### src/rtl/modulate_if.sv
// ============================================================================
// modulate_if : word handshake and pulse-line status bundle for modulate
// Rev 1.0 : initial release
// ============================================================================
`default_nettype none

interface modulate_if #(
   parameter int DATA_W = 8
);
   logic              in_valid;
   logic [DATA_W-1:0] in_word;
   logic              in_ready;
   logic              out_data;
   logic              busy;
   logic              done;

   modport master (
      output in_valid, in_word,
      input  in_ready, out_data, busy, done
   );

   modport slave (
      input  in_valid, in_word,
      output in_ready, out_data, busy, done
   );
endinterface

`default_nettype wire

### src/rtl/modulate.sv
// ============================================================================
// modulate : sends a word MSB first as high pulses (T_ZERO/T_ONE) + T_GAP lows
// Optional even-parity pulse when MODULATE_PARITY_EN is defined.
// Rev 1.0 : initial release
// ============================================================================
`default_nettype none

module modulate #(
   parameter int DATA_W = 8,
   parameter int T_ZERO = 4,
   parameter int T_ONE  = 12,
   parameter int T_GAP  = 4
) (
   input  wire logic clk,
   input  wire logic reset,
   modulate_if.slave bus
);

`ifdef MODULATE_PARITY_EN
   localparam int NBITS = DATA_W + 1;
`else
   localparam int NBITS = DATA_W;
`endif
   localparam int CW = $clog2(DATA_W + 2);

   // Durations are loaded as length-1 and counted down to zero
   localparam logic [4:0]    LEN_ZERO = 5'(T_ZERO - 1);
   localparam logic [4:0]    LEN_ONE  = 5'(T_ONE - 1);
   localparam logic [4:0]    LEN_GAP  = 5'(T_GAP - 1);
   localparam logic [CW-1:0] LAST_BIT = CW'(NBITS);

   typedef enum logic [1:0] {
      IDLE = 2'd0,
      HIGH = 2'd1,
      GAP  = 2'd2
   } state_t;

   state_t           state;
   logic [4:0]       dur_cnt;
   logic [CW-1:0]    bit_cnt;
   logic [NBITS-1:0] shreg;
   logic             pulse_line;
   logic             accept_rdy;
   logic             frame_busy;
   logic             frame_done;
   logic [NBITS-1:0] load_word;

`ifdef MODULATE_PARITY_EN
   assign load_word = {bus.in_word, ^bus.in_word};
`else
   assign load_word = bus.in_word;
`endif

   always_ff @(posedge clk or negedge reset) begin
      if (!reset) begin
         state      <= IDLE;
         dur_cnt    <= '0;
         bit_cnt    <= '0;
         shreg      <= '0;
         pulse_line <= 1'b0;
         accept_rdy <= 1'b0;
         frame_busy <= 1'b0;
         frame_done <= 1'b0;
      end else begin
         frame_done <= 1'b0;
         case (state)
            IDLE: begin
               if (bus.in_valid && accept_rdy) begin
                  shreg      <= load_word;
                  dur_cnt    <= bus.in_word[DATA_W-1] ? LEN_ONE : LEN_ZERO;
                  bit_cnt    <= '0;
                  state      <= HIGH;
                  pulse_line <= 1'b1;
                  accept_rdy <= 1'b0;
                  frame_busy <= 1'b1;
               end else begin
                  accept_rdy <= 1'b1;
               end
            end
            HIGH: begin
               if (dur_cnt == 5'd0) begin
                  state      <= GAP;
                  dur_cnt    <= LEN_GAP;
                  pulse_line <= 1'b0;
                  shreg      <= {shreg[NBITS-2:0], 1'b0};
                  bit_cnt    <= bit_cnt + CW'(1);
               end else begin
                  dur_cnt <= dur_cnt - 5'd1;
               end
            end
            GAP: begin
               if (dur_cnt != 5'd0) begin
                  dur_cnt <= dur_cnt - 5'd1;
               end else if (bit_cnt == LAST_BIT) begin
                  state      <= IDLE;
                  frame_busy <= 1'b0;
                  frame_done <= 1'b1;
                  accept_rdy <= 1'b1;
               end else begin
                  // shreg was already shifted, so its MSB is the next bit
                  state      <= HIGH;
                  pulse_line <= 1'b1;
                  dur_cnt    <= shreg[NBITS-1] ? LEN_ONE : LEN_ZERO;
               end
            end
            default: state <= IDLE;
         endcase
      end
   end

   assign bus.out_data = pulse_line;
   assign bus.in_ready = accept_rdy;
   assign bus.busy     = frame_busy;
   assign bus.done     = frame_done;

endmodule

`default_nettype wire
### src/flat_wrapper.sv
// flat-port wrapper written by rule: the top's interface ports become plain ports
module modulate_flat 
#(
   parameter int DATA_W = 8,
   parameter int T_ZERO = 4,
   parameter int T_ONE  = 12,
   parameter int T_GAP  = 4
)
  (clk, reset, bus_in_valid, bus_in_word, bus_in_ready, bus_out_data, bus_busy, bus_done);
  modulate_if #(.DATA_W(DATA_W)) bus_i ();
  input  wire logic clk;
  input  wire logic reset;
  input wire logic [$bits(bus_i.in_valid)-1:0] bus_in_valid;
  input wire logic [$bits(bus_i.in_word)-1:0] bus_in_word;
  output wire logic [$bits(bus_i.in_ready)-1:0] bus_in_ready;
  output wire logic [$bits(bus_i.out_data)-1:0] bus_out_data;
  output wire logic [$bits(bus_i.busy)-1:0] bus_busy;
  output wire logic [$bits(bus_i.done)-1:0] bus_done;
  assign bus_i.in_valid = bus_in_valid;
  assign bus_i.in_word = bus_in_word;
  assign bus_in_ready = bus_i.in_ready;
  assign bus_out_data = bus_i.out_data;
  assign bus_busy = bus_i.busy;
  assign bus_done = bus_i.done;
  modulate #(.DATA_W(DATA_W), .T_ZERO(T_ZERO), .T_ONE(T_ONE), .T_GAP(T_GAP)) u_core (.clk(clk), .reset(reset), .bus(bus_i));
endmodule
### config.mk
export PLATFORM = sky130hd
export DESIGN_NAME = modulate_flat
export DESIGN_NICKNAME = d
export VERILOG_FILES = /design/src/rtl/modulate_if.sv /design/src/rtl/modulate.sv /design/src/flat_wrapper.sv
export SDC_FILE = /design/constraint.sdc
export NUM_CORES = 1
export LEC_CHECK = 0
export ABC_AREA = 1
export CAP_MARGIN = 10
export CORE_ASPECT_RATIO = 1.2
export CORE_UTILIZATION = 47
export DETAILED_ROUTE_END_ITERATION = 10
export DONT_BUFFER_PORTS = 1
export SKIP_CTS_REPAIR_TIMING = 1
export SLEW_MARGIN = 20
export SYNTH_ARGS = -nofsm -noshare
export SYNTH_HDL_FRONTEND = slang
export SYNTH_SLANG_ARGS = --single-unit
### constraint.sdc
create_clock -name clk -period 3.1 [get_ports clk]
set_input_delay 0.155 -clock clk [delete_from_list [all_inputs] [get_ports clk]]
set_output_delay 0.155 -clock clk [all_outputs]
set_load 0.02 [all_outputs]
* Yosys cells after proc, flatten, opt, wreduce, memory -nomap -nowiden
Index checks and enable logic that the tools add are counted.
** Operators by class
- Add/subtract/negate cells :: 2
- Eq/ne operators :: 9
- Mux-type cells :: 33
- Reduce and logical (&&, ||, !) cells :: 13
** Operator list (number)
- $mux 5 :: 4
- $mux 4 :: 4
- $mux 8 :: 2
- $pmux 8 s2 :: 1
- $pmux 5 s3 :: 1
- $mux 1 :: 13
- $reduce_and 3->1 :: 4
- $pmux 4 s2 :: 1
- $mux 2 :: 3
- $ne 2x1->1 const B :: 3
- $pmux 2 s3 :: 1
- $logic_not 5->1 :: 1
- $reduce_and 5->1 :: 1
- $reduce_bool 5->1 :: 1
- $sub 5x1->5 const B :: 1
- $add 4x1->4 const B :: 1
- $eq 4x4->1 const B :: 1
- $ne 2x2->1 const B :: 2
- $pmux 1 s2 :: 2
- $reduce_and 4->1 :: 1
- $reduce_bool 2->1 :: 2
- $ne 3x2->1 const B :: 1
- $pmux 1 s3 :: 1
- $reduce_bool 3->1 :: 1
- 4 further kinds :: 4
** Word-level totals
- Register bits :: 23
- Bits of input ports :: 11
- Output and inout bits :: 4
- Logic and storage cells :: 65

* Logic depth before layout (Yosys ltp)
Gate-level depths: netlist of the first run.
- Depth after elaboration :: 4
- Mapped depth :: 10
- Depth with buffers taken out :: 9

* Worst setup path after synthesis of the first run
OpenSTA, ideal clock, no wires.
- Kind :: register -> register
- Start :: reg u_core.state[1]
- End :: reg u_core.bit_cnt[0]
- Setup time :: 0.076 ns
- Arrival time :: 1.392 ns
- Data required time :: 3.024 ns
- Path slack :: 1.632 ns
- Cell stages (with the launch flop) :: 9
- Path buffers :: 1
- Clock period less this slack :: 1.468 ns
- Cells stage by stage :: dfrtp_1 > inv_1 > ha_1 > buf_2 > inv_1 > nand2_1 > a21boi_2 > nand2_1 > o21ai_1
** On the way
- Word-level cells in the longest chain between the ends :: 3
- Elaborated cells on any way between the ends :: 7
- Classes of those cells :: eq/ne (3); mux (1); reduce/logical (3)
** RTL lines
- start: declaration :: RTL line modulate.sv:38 : state_t state;
- start signal: assignment :: RTL line modulate.sv:56 : state <= IDLE;
- start signal: assignment :: RTL line modulate.sv:72 : state <= HIGH;
- start signal: assignment :: RTL line modulate.sv:82 : state <= GAP;
- $eq 2x1->1 or $logic_not 2->1 (tied branches) :: RTL line modulate.sv:66 : case (state)
- $ne 2x1->1 (no line) or $reduce_bool 2->1 (tied branches)
- $reduce_and 3->1 (no line)
- end signal: assignment :: RTL line modulate.sv:86 : bit_cnt <= bit_cnt + CW'(1);
- end: declaration :: RTL line modulate.sv:40 : logic [CW-1:0] bit_cnt;
Several ways; a longest one is shown, not always the timed one.
A chain may end at the register's enable or synchronous reset.

* Worst setup path in the final report of the first run
- Start :: reg u_core.state[1]
- End :: reg u_core.bit_cnt[2]
The elaborated chain is that of the path after synthesis.

==> results.json, run 1 <==
{
  "place.detailed.hpwl_mm": 1.82,
  "clkTransAtPathRegs_ns": 0.13,
  "cp_cell_sequence": "inv_1 > ha_1 > o21ai_0 > nor2_4 > inv_1 > nand2_1 > o21ai_1",
  "wl_per_cell_um": 11.7,
  "cts_tree": "yes",
  "via_count": 1034,
  "core-area_um2": 2630,
  "worstPathRequired_ns": 3.32,
  "critPathKind": "flop to flop",
  "cts-root-buf": "clkbuf_4",
  "h-tree-depth": 1,
  "netlist-cell-type-count": 24,
  "grt_pass1_vias": 998,
  "skew_ns": 0.0112,
  "start_util_pct": 51.1,
  "cp_max_fo": 18,
  "p_leak_nw": 0.730,
  "synth_compound_area_share_pct": 12.9,
  "finalCritPeriodShare_pct": 64.4,
  "startpoint_type": "flop",
  "pin_count": 15,
  "outcome": "finished, violations left",
  "async_flop_share_pct": 100,
  "final_nets": 197,
  "vias_per_cell": 4.92,
  "critPathMaxStageDelay_ns": 0.44,
  "yosys.area_share.adder_pct": 7.46,
  "pwr-share-seq_pct": 37.5,
  "grt_pass1_wl_mm": 4.27,
  "crit_path_top_delay_cell": "dfrtp_1",
  "switching_share_pct": 48.4,
  "final_util_pct": 54.2,
  "ys_seq_area_share_pct": 42.9,
  "switching_power_w": 0.000675,
  "hold_ws_ns": -0.000402,
  "cts.sinks": 23,
  "synthToLayoutAreaGrowth_pct": 6.15,
  "yosysTopAreaCell": "dfrtp_1",
  "rsz0062_at_grt": "no",
  "die_w_um": 50.8,
  "setup_violations": 0,
  "drtAntennaViolNets": 0,
  "p_clk_share_pct": 9.9,
  "drv_slew": 0,
  "whs_path_depth": 2,
  "fmax_mhz": 501,
  "yosys.area_share.simple_pct": 25.7,
  "drt-total-wl_mm": 2.46,
  "fin_ws_ns": 1.10,
  "setup_tns_ns": 0,
  "layout_common_cells": "49 x nand2_1, 27 x inv_1, 23 x dfrtp_1",
  "tightest_slew_ns": 0.415,
  "gp_congestion": 0.838,
  "final_common_cell": "nand2_1",
  "grt_max_degree": 24,
  "syn_inst": 174,
  "vdd_drop_max_mv": 0.406,
  "synthXorXnorAreaFrac_pct": 1.30,
  "drc": 0,
  "numPortBuffers": 0,
  "yosysWarnings": 0,
  "die_area_um2": 3080,
  "overflow": 0,
  "synth.area.mux_share_pct": 0,
  "drive_gt1_share_pct": 7.91,
  "synth_nets": 193,
  "synth-edff-count": 0,
  "hp-class": "input pin to flop",
  "max_slew_margin_pct": 72.3,
  "syn_area_um2": 1340,
  "cts_buffer_depth": 2,
  "dr.pass1.iters": 4,
  "rows": 20,
  "yosysTopAreaCellShare_pct": 42.9,
  "synth_area_leaders": "dfrtp_1 43%, nand2_1 14%, o21ai_0 7.8%, inv_1 7.5%, ha_1 7.5%",
  "cp.arrival_ns": 2.21,
  "drt_iter0_drc": 41,
  "reg2reg_depth": 7,
  "place_ws_ns": 1.12,
  "syn_avg_cell_area_um2": 7.72,
  "violations": "hold timing",
  "cap_violations": 0,
  "hold_violations": 1,
  "grt.total_usage_pct": 18.6,
  "timing.final.crit_period_ns": 2.00,
  "internal-power_w": 0.000718,
  "clock_latency_ns": 0.31,
  "synth_top_family_by_area": "simple AND/OR/NAND/NOR gates",
  "numCtsBuffers": 3,
  "n_antenna_cell": 0,
  "powerDensity_nw_per_um2": 977,
  "antenna_found_initial": 0,
  "comb_power_share_pct": 52.6,
  "synth-seq-cells": 23,
  "die_y_um": 60.5,
  "ys.flop_type": "dfrtp_1",
  "end_kind": "flop",
  "crit_path_frequent_cell": "inv_1"
}
-- metrics by stage --
step / std cells / cell area (um2) / total power [W]
global placement: 203 / 1360 / 0.00123
floorplan: 174 / 1340 / 0.00113
detailed placement: 203 / 1360 / 0.00125
CTS: 207 / 1390 / 0.00140
global route: 210 / 1430 / 0.00155
finish: 210 / 1430 / 0.00139
-- cell type report --
| type | instances | area (um2) |
|---|---|---|
| Clock buffer | 3 | 22.5 |
| Clock inverter | 1 | 5.00 |
| Fill cell | 250 | 1200 |
| Inverter | 28 | 105 |
| Multi-Input combinational cell | 119 | 636 |
| Sequential cell | 23 | 576 |
| Tap cell | 33 | 41.3 |
| Timing Repair Buffer | 3 | 40.0 |
-- sequential cells by signal (all words and copies together), names as in the netlist --
| name | flops |
|---|---|
| u_core.bus.done | 1 |
| u_core.state | 2 |
| u_core.bus.busy | 1 |
| u_core.shreg | 8 |
| u_core.bus.in_ready | 1 |
| u_core.bit_cnt | 4 |
| u_core.dur_cnt | 5 |
| u_core.bus.out_data | 1 |
-- cells by family after synthesis --
group	Yosys count
buf+inv	32
compound gates	31
fa+ha+maj	8
xor+xnor	2
flops	23
simple gates	78
-- worst paths after layout --
kind	start	end	slack [ns]
hold reg to reg	u_core.dur_cnt[4]	u_core.dur_cnt[4]	0.49
max in group asynchronous	reset	u_core.shreg[7]	2.69
hold / removal	bus_in_word[0]	u_core.shreg[0]	-0.0004
setup / recovery	u_core.state[1]	u_core.bit_cnt[2]	1.10
setup reg to reg	u_core.state[1]	u_core.bit_cnt[2]	1.10
min in group asynchronous	reset	u_core.dur_cnt[1]	0.26
-- power groups by stage --
stage | Combinational, W | Clock, W | Sequential [W]
final | 0.000732 | 0.000138 | 0.000522
after detailed placement | 0.000722 | 0 | 0.000530
after global placement | 0.000709 | 0 | 0.000525
after floorplan | 0.000623 | 0 | 0.000509
after global routing | 0.000860 | 0.000157 | 0.000537
after CTS | 0.000726 | 0.000147 | 0.000523
-- synth_stat cells (2+ instances only) --
cell	number
buf_2	2
nor2_1	12
nand4_1	2
nand2_1	49
nor2_4	2
ha_1	8
dfrtp_1	23
nand3_1	8
inv_1	27
xor2_1	2
a21oi_1	4
o21ai_0	21
o21ai_1	3
-- per-layer routing --
layer / share of wire [%] / track usage (%) / vias to the layer above
met1: 49 / 24.3 / 462
met2: 47 / 30.3 / 17
li1: - / - / 551
met4: 0.94 / 9.13 / 0
met3: 3.1 / 3.01 / 4
met5: 0 / 0 / -
-- worst max-delay path, delay by kind of cell (launching register included) --
kind	cells	cell delay, ns
buffers and inverters	2	0.29
adder cells (fa/ha/maj)	1	0.42
flip-flops	1	0.44
AND/OR/NAND/NOR	2	0.45
AO/OA/AOI/OAI	2	0.31
No activity file was read; power rests on OpenSTA's default activity.
==> run 2, diff against run 1 <==
==> constraint.sdc (replaced) <==
create_clock -name clk -period 2 [get_ports clk]
set_input_delay 0.1 -clock clk [delete_from_list [all_inputs] [get_ports clk]]
set_output_delay 0.1 -clock clk [all_outputs]
set_load 0.02 [all_outputs]
==> run 2 against run 1 <==
The run now ends clean. Sequential power increased by 55%. Combinational power up 61%. Design area is 2.2% higher. Maximum frequency up 10%. Final cell count increased by 1.9%. Clock skew is 0.0063 ns lower. Register-to-register slack got worse by 0.91 ns. Critical endpoint is now u_core.shreg[6]. Largest cell class unchanged. Largest power group unchanged. Highest routed layer unchanged.
==> results.json, run 2 (same netlist as run 1, synthesis figures left out) <==
{
  "cp.arrival_ns": 2.01,
  "outcome": "completed",
  "start_util_pct": 51.1,
  "skew_ns": 0.00485,
  "grt_max_degree": 24,
  "die_w_um": 50.8,
  "antenna_found_initial": 0,
  "numCtsBuffers": 3,
  "switching_share_pct": 47.4,
  "placed_cell_area_um2": 1380,
  "critPathKind": "flop to flop",
  "hp-class": "input pin to flop",
  "cp_max_fo": 16,
  "final_util_pct": 55.4,
  "crit_path_top_delay_cell": "dfrtp_1",
  "largest_register": "u_core.shreg",
  "rows": 20,
  "fmax_mhz": 553,
  "vdd_drop_max_mv": 0.624,
  "internal-power_w": 0.00116,
  "grt_pass1_vias": 989,
  "n_antenna_cell": 0,
  "largestRegisters": "u_core.shreg: 8 flops, u_core.dur_cnt: 5 flops, u_core.bit_cnt: 4 flops",
  "cts_tree": "yes",
  "setup_tns_ns": 0,
  "worstPathRequired_ns": 2.20,
  "hold_ws_ns": 0.0175,
  "final_common_cell": "nand2_1",
  "max_slew_margin_pct": 76.9,
  "finalCritPeriodShare_pct": 90.4,
  "setup_violations": 0,
  "timing.final.crit_period_ns": 1.81,
  "grt.total_usage_pct": 18.1,
  "critPathMaxStageDelay_ns": 0.44,
  "drc": 0,
  "dr.pass1.iters": 4,
  "pwr-share-seq_pct": 36.7,
  "cts-root-buf": "clkbuf_4",
  "cts_buffer_depth": 2,
  "final_cell_area_um2": 1460,
  "cap_violations": 0,
  "p_clk_share_pct": 9.4,
  "numPortBuffers": 0,
  "final_nets": 201,
  "clock_latency_ns": 0.30,
  "tightest_slew_ns": 0.342,
  "clkTransAtPathRegs_ns": 0.12,
  "powerDensity_nw_per_um2": 1510,
  "vias_per_cell": 4.90,
  "cts.sinks": 23,
  "drt_iter0_drc": 13,
  "core-area_um2": 2630,
  "gp_congestion": 0.825,
  "rsz0062_at_grt": "no",
  "startpoint_type": "flop",
  "layout_common_cells": "49 x nand2_1, 27 x inv_1, 23 x dfrtp_1",
  "p_leak_nw": 0.746,
  "drv_slew": 0,
  "switching_power_w": 0.00104,
  "via_count": 1048,
  "die_area_um2": 3080,
  "comb_power_share_pct": 53.8,
  "overflow": 0,
  "cp_cell_sequence": "inv_1 > ha_1 > o21ai_0 > nor2_4 > inv_1 > nand2_1 > nand2_1",
  "largest_register_ffs": 8,
  "drtAntennaViolNets": 0,
  "die_y_um": 60.5,
  "place.detailed.hpwl_mm": 1.80,
  "end_kind": "flop",
  "drt-total-wl_mm": 2.40,
  "wl_per_cell_um": 11.2,
  "grt_pass1_wl_mm": 4.19,
  "hold_violations": 0,
  "pin_count": 15,
  "h-tree-depth": 1,
  "drive_gt1_share_pct": 8.84,
  "synthToLayoutAreaGrowth_pct": 8.48
}
run 2: cell types whose count changed in the layout (fill, tap and decap cells not counted), sizes merged:
cell,change
buf,+3
clkbuf,+1
clkinv,-1
dlygate4sd3,+1
run 2: metrics by stage:
stage / setup WS (ns) / cells / power, W
finish: 0.191 / 214 / 0.00220
global route: 0.0190 / 214 / 0.00245
CTS: 0.146 / 210 / 0.00221
detailed placement: 0.185 / 206 / 0.00199
global placement: 0.273 / 206 / 0.00197
floorplan: 0.532 / 174 / 0.00175
run 2: final timing paths:
check / from / endpoint / slack (ns) / cells past startpoint
worst min-delay path: bus_in_word[3] / u_core.shreg[3] / 0.02 / 4
worst min register to register: u_core.dur_cnt[4] / u_core.dur_cnt[4] / 0.49 / 2
worst max register to register: u_core.state[1] / u_core.shreg[6] / 0.19 / 7
max in group asynchronous: reset / u_core.bit_cnt[3] / 1.65 / 2
min in group asynchronous: reset / u_core.bus.out_data / 0.20 / 2
worst max-delay path: u_core.state[1] / u_core.shreg[6] / 0.19 / 7
run 2: worst max-delay path: cells and delay by family, from the launching register on:
family | cells | cell delay, ns
buf+inv | 2 | 0.26
flops | 1 | 0.44
fa+ha+maj | 1 | 0.34
simple gates | 3 | 0.45
compound gates | 1 | 0.22
run 2: routing by layer:
metal  GRT usage [%]  share of wire, %  vias to the layer above
met1            24.1                50                      465
met2            29.0                46                       16
met3            3.51               2.7                        6
met4            7.94               1.5                        0
li1                -                 -                      561
met5               0                 0                        -
run 2: layout make-up:
class	count	area (um2)
Sequential cell	23	576
Clock buffer	4	26.3
Timing Repair Buffer	7	72.6
Multi-Input combinational cell	119	636
Tap cell	33	41.3
Fill cell	263	1170
Inverter	28	105
run 2: power by group through the flow:
stage          registers, W  clock network [W]  logic (W)
6_report           0.000808           0.000208    0.00118
5_1_grt            0.000831           0.000235    0.00139
4_1_cts            0.000810           0.000223    0.00118
3_5_place_dp       0.000820                  0    0.00117
3_3_place_gp       0.000814                  0    0.00115
2_1_floorplan      0.000789                  0   0.000966
